### src/rtl/morse_key_receiver.sv
// Straight-key Morse receiver: times key-down/key-up intervals and packs
// dots/dashes into a code/length pair with a one-cycle valid or error strobe.
module morse_key_receiver #(
    parameter int CLK_PER_MS   = 1000,
    parameter int MIN_PRESS_MS = 20,
    parameter int DOT_MAX_MS   = 200,
    parameter int CHAR_GAP_MS  = 600
) (
    input  logic       clk,
    input  logic       rst,
    input  logic       key_in,
    output logic [4:0] morse_code,
    output logic [2:0] morse_len,
    output logic       char_valid,
    output logic       char_error,
    output logic       key_active
);

    localparam int PW = (CLK_PER_MS > 1) ? $clog2(CLK_PER_MS) : 1;

    typedef enum logic [1:0] {
        IDLE,
        PRESS,
        GAP
    } state_t;

    state_t        state;
    logic          key_s1;
    logic          key_s2;
    logic          key_d;
    logic          rise;
    logic          fall;
    logic [PW-1:0] presc;
    logic          ms_tick;
    logic [15:0]   ms_cnt;
    logic [15:0]   cnt_now;
    logic [4:0]    shreg;
    logic [2:0]    len;
    logic          ovf;
    logic          is_dash;
    logic          gap_done;

    assign key_active = key_s2;
    assign rise       = key_s2 & ~key_d;
    assign fall       = ~key_s2 & key_d;
    assign ms_tick    = (presc == PW'(CLK_PER_MS - 1));

    // Count including the tick of this cycle, so a fall lands on whole ms
    assign cnt_now  = (ms_tick && ms_cnt != 16'hFFFF) ? ms_cnt + 16'd1 : ms_cnt;
    assign is_dash  = (cnt_now >= 16'(DOT_MAX_MS));
    assign gap_done = ms_tick && (cnt_now == 16'(CHAR_GAP_MS));

    always_ff @(posedge clk or posedge rst) begin
        if (rst) begin
            key_s1 <= 1'b0;
            key_s2 <= 1'b0;
            key_d  <= 1'b0;
        end else begin
            key_s1 <= key_in;
            key_s2 <= key_s1;
            key_d  <= key_s2;
        end
    end

    always_ff @(posedge clk or posedge rst) begin
        if (rst) begin
            presc <= '0;
        end else if (rise || fall || ms_tick) begin
            presc <= '0;
        end else begin
            presc <= presc + PW'(1);
        end
    end

    always_ff @(posedge clk or posedge rst) begin
        if (rst) begin
            state      <= IDLE;
            ms_cnt     <= '0;
            shreg      <= '0;
            len        <= '0;
            ovf        <= 1'b0;
            morse_code <= '0;
            morse_len  <= '0;
            char_valid <= 1'b0;
            char_error <= 1'b0;
        end else begin
            char_valid <= 1'b0;
            char_error <= 1'b0;
            ms_cnt     <= cnt_now;
            unique case (state)
                IDLE: begin
                    ms_cnt <= '0;
                    if (rise) begin
                        state <= PRESS;
                    end
                end
                PRESS: begin
                    if (fall) begin
                        ms_cnt <= '0;
                        if (cnt_now < 16'(MIN_PRESS_MS)) begin
                            state <= (len != 3'd0) ? GAP : IDLE;
                        end else begin
                            state <= GAP;
                            if (len == 3'd5) begin
                                ovf <= 1'b1;
                            end else begin
                                shreg <= shreg | (5'(is_dash) << len);
                                len   <= len + 3'd1;
                            end
                        end
                    end
                end
                GAP: begin
                    if (gap_done) begin
                        if (ovf) begin
                            char_error <= 1'b1;
                        end else begin
                            morse_code <= shreg;
                            morse_len  <= len;
                            char_valid <= 1'b1;
                        end
                        shreg  <= '0;
                        len    <= '0;
                        ovf    <= 1'b0;
                        ms_cnt <= '0;
                        state  <= rise ? PRESS : IDLE;
                    end else if (rise) begin
                        ms_cnt <= '0;
                        state  <= PRESS;
                    end
                end
                default: begin
                    state <= IDLE;
                end
            endcase
        end
    end

endmodule

### config.mk
export PLATFORM = sky130hd
export DESIGN_NAME = morse_key_receiver
export DESIGN_NICKNAME = d
export VERILOG_FILES = /design/src/rtl/morse_key_receiver.sv
export SDC_FILE = /design/constraint.sdc
export NUM_CORES = 1
export LEC_CHECK = 0
export ABC_CLOCK_PERIOD_IN_PS = 3500
export BUFFER_PORTS_ARGS = -buffer_cell sky130_fd_sc_hd__clkbuf_2
export CAP_MARGIN = 20
export CORE_MARGIN = 2
export CORE_UTILIZATION = 50
export DETAILED_ROUTE_END_ITERATION = 8
export PLACE_DENSITY = 0.77
export SETUP_SLACK_MARGIN = 0.05
export SYNTH_ARGS = -nofsm -noshare
export SYNTH_HDL_FRONTEND = slang
export SYNTH_SLANG_ARGS = --single-unit
export TNS_END_PERCENT = 100
### constraint.sdc
create_clock -name clk -period 3.5 [get_ports clk]
set_input_delay 0.7 -clock clk [delete_from_list [all_inputs] [get_ports clk]]
set_output_delay 0.7 -clock clk [all_outputs]
set_load 0.02 [all_outputs]
==> results.cfg <==
[outcome]
status = finished clean

[yosys]
synth_compound_area_frac = 0.144
synth_warnings = 0
synth_most_common_cell = dfrtp_1
syn-cell-area_sq_um = 2920
synth_area_leader_cell = dfrtp_1
synth-xor-area-share = 0.0750
synth_top_area_share = 0.429
yosysUniqueCellTypes = 52
synth_top_family_by_area = simple AND/OR/NAND/NOR gates
synth_simple_gate_area_frac = 0.234
synth_cells = 303
syn_nets = 313
syn_area_per_cell_sq_um = 9.63
synth_area_leaders = dfrtp_1 43%, xnor2_1 4.5%, nand2_1 3.5%
yosys_most_used_dff = dfrtp_1
seq_area_frac_synth = 0.429
synth_edf_count = 0
ys_ff_latch = 50
ys_top_cells_by_count = 50 x dfrtp_1, 27 x nand2_1, 20 x nor2_1
async_reset_ff_frac = 1.00
synthMuxAreaShare = 0.0411
synthAdderAreaFrac = 0.0300

[worst_setup_path]
cpLargestDelayFamily = simple AND/OR/NAND/NOR gates
end_kind = register
cp.arrival_ns = 3.48
crit_required_ns = 3.73
cpPeakStageDelay_ns = 0.65
crit_type = reg2reg
crit_chain = ha_1 -> nand4_2 -> or4_4 -> nand4_1 -> nor3b_2 -> o211ai_2 -> buf_4 -> o311ai_0 -> mux2i_1
critPathBufInv = 1
cp-start-kind = register
path_max_fanout = 16
slowest_stage = or4_4

[global_routing]
grt_overflow_total = 0
met2_usage = 0.296
grt_use_met1 = 0.315
antenna_found_initial = 0
grt_pass1_wl_um = 10400
top_usage_layer = met1
grt_pass1_vias = 2143
grt_max_degree = 51
grtUsageMet3 = 0.0348
track_usage = 0.207

[floorplanning]
initial_utilization = 0.524
num_rows = 27
die_y_um = 80.4
die_w_um = 80.4
dieArea_sq_um = 6460
io_pins = 14
coreArea_sq_um = 5570

[sta]
relSlewSlack = 0.574
worstMarginPinSlew_ns = 0.638
timing.setup.tns_ns = 0
rsz0062_at_grt = false
finClkSkew_ns = 0.00595
timing.hold.ws_ns = 0.368
min_period_ns = 3.25
max_freq_mhz = 307
finalHoldViolations = 0
final-setup-viol-count = 0
fin_crit_sh = 0.929
slew_violations = 0

[route]
post_drt_wl_per_cell_um = 15.7
drt_iter0_markers = 214
vias_per_cell = 5.97
wl_um = 6120
vias = 2321
drt_pass1_iterations = 4
remaining_drc_errors = 0
ant_nets = 0

[power]
p_clk_frac = 0.329
p_int_mw = 0.741
pwr-share-comb = 0.070
power_frac_seq = 0.601
ir_drop_v = 0.000283
p_sw_frac = 0.250
p_switching_mw = 0.247
p_leak_nw = 1.41
power.density_nw_per_um2 = 312

[clock_network]
cts_tree = yes
htree_levels = 2
worstSkewPairLatency_ns = 0.30
root_buffer = clkbuf_8
cts_hold_buffers = 0
cts.clk_slew.worst_paths_ns = 0.09
cts_made_buffers = 5
clockBufferDepth = 2
cts.sinks = 50

[finish]
final_cell_count_no_fill = 389
fin_nets = 327
drive_gt1_frac = 0.164
final_util = 0.569
synthToLayoutAreaGrowth_pct = 8.57
antenna_cells = 0
nFillCells = 476

[job]
maxCapViolCount = 0

[placed_design]
dp.cells = 380
place_congestion = 0.950
portBuffers = 13
dp_hpwl_um = 4350

[worst_hold_path]
hp-class = reg2reg
what timing repair did:
item                       4_1_cts  5_1_grt
gates resized for setup          0        1
setup endpoints to repair        8       15
pin swaps                        1        0
setup buffers                    1        0
layer usage:
metal  part of all wire  vias to the layer above
li1                   -                     1132
met4              0.014                        0
met5                  0                        -
met3              0.071                        8
met1               0.48                     1104
met2               0.43                       77
cell families (layout without fill, tap and decap cells):
| logic type | Yosys count | in the layout |
|---|---|---|
| AOI/OAI and AO/OA | 62 | 62 |
| and+or+nand+nor | 117 | 117 |
| buffers and inverters | 31 | 45 |
| DFF | 50 | 50 |
| xor gates and xnor gates | 25 | 25 |
| muxes | 11 | 11 |
| adders and majority gates | 7 | 7 |
area by class of cell:
cell class              count  area [sq um]  share of cell area
flip-flops and latches     50          1250               0.395
clock inverters             1          7.51             0.00237
inverters                  14          52.6              0.0166
multi-input cells         222          1540               0.484
clock buffers               6          72.6              0.0229
repair buffers             24           160              0.0505
well taps                  72          90.1              0.0284
power by group through the flow:
stage	sequential, mW	combinational [mW]	clock (mW)
after global placement	0.605	0.0665	0
after floorplan	0.604	0.0488	0
after global routing	0.595	0.0794	0.350
after detailed placement	0.605	0.0679	0
final	0.594	0.0694	0.325
after CTS	0.594	0.0685	0.328
cell usage in the layout, fill, tap and decap left out, types with 5 or more instances in the layout:
master	n
nor4_1	6
ha_1	7
and3_1	7
clkbuf_2	13
nor3_1	11
buf_4	10
nand2_1	27
clkbuf_8	5
nand4_1	13
dfrtp_1	50
inv_1	13
nor2_1	20
mux2_2	8
nand3_1	9
xnor2_1	15
o31ai_1	6
a211oi_1	10
o21ai_0	14
a21oi_1	13
xor2_1	10
worst paths after layout:
path	start	endpoint	slack, ns	cells after the start
worst max-delay path	ms_cnt[0]	len[2]	0.25	9
worst min-delay path	key_s1	key_active	0.37	0
worst max register to register	ms_cnt[0]	len[2]	0.25	9
worst min register to register	key_s1	key_active	0.37	0
max in group asynchronous	rst	morse_code[2]	2.59	3
min in group asynchronous	rst	state[1]	0.40	2
state kept, by name (all words and copies together), names as in the netlist:
name / cells
char_error: 1
char_valid: 1
key_active: 1
key_d: 1
key_s1: 1
len: 3
morse_code: 5
morse_len: 3
ms_cnt: 16
ovf: 1
presc: 10
shreg: 5
state: 2
through the flow:
stage                     power, mW  area (sq um)  worst slack, ns
after CTS                     0.990          3150            0.110
after detailed placement      0.673          3060           0.0546
after global placement        0.671          3060            0.173
after floorplan               0.653          2920            0.523
after global routing           1.02          3170           0.0543
final                         0.988          3170            0.247
(Power assumes the default switching activity.)
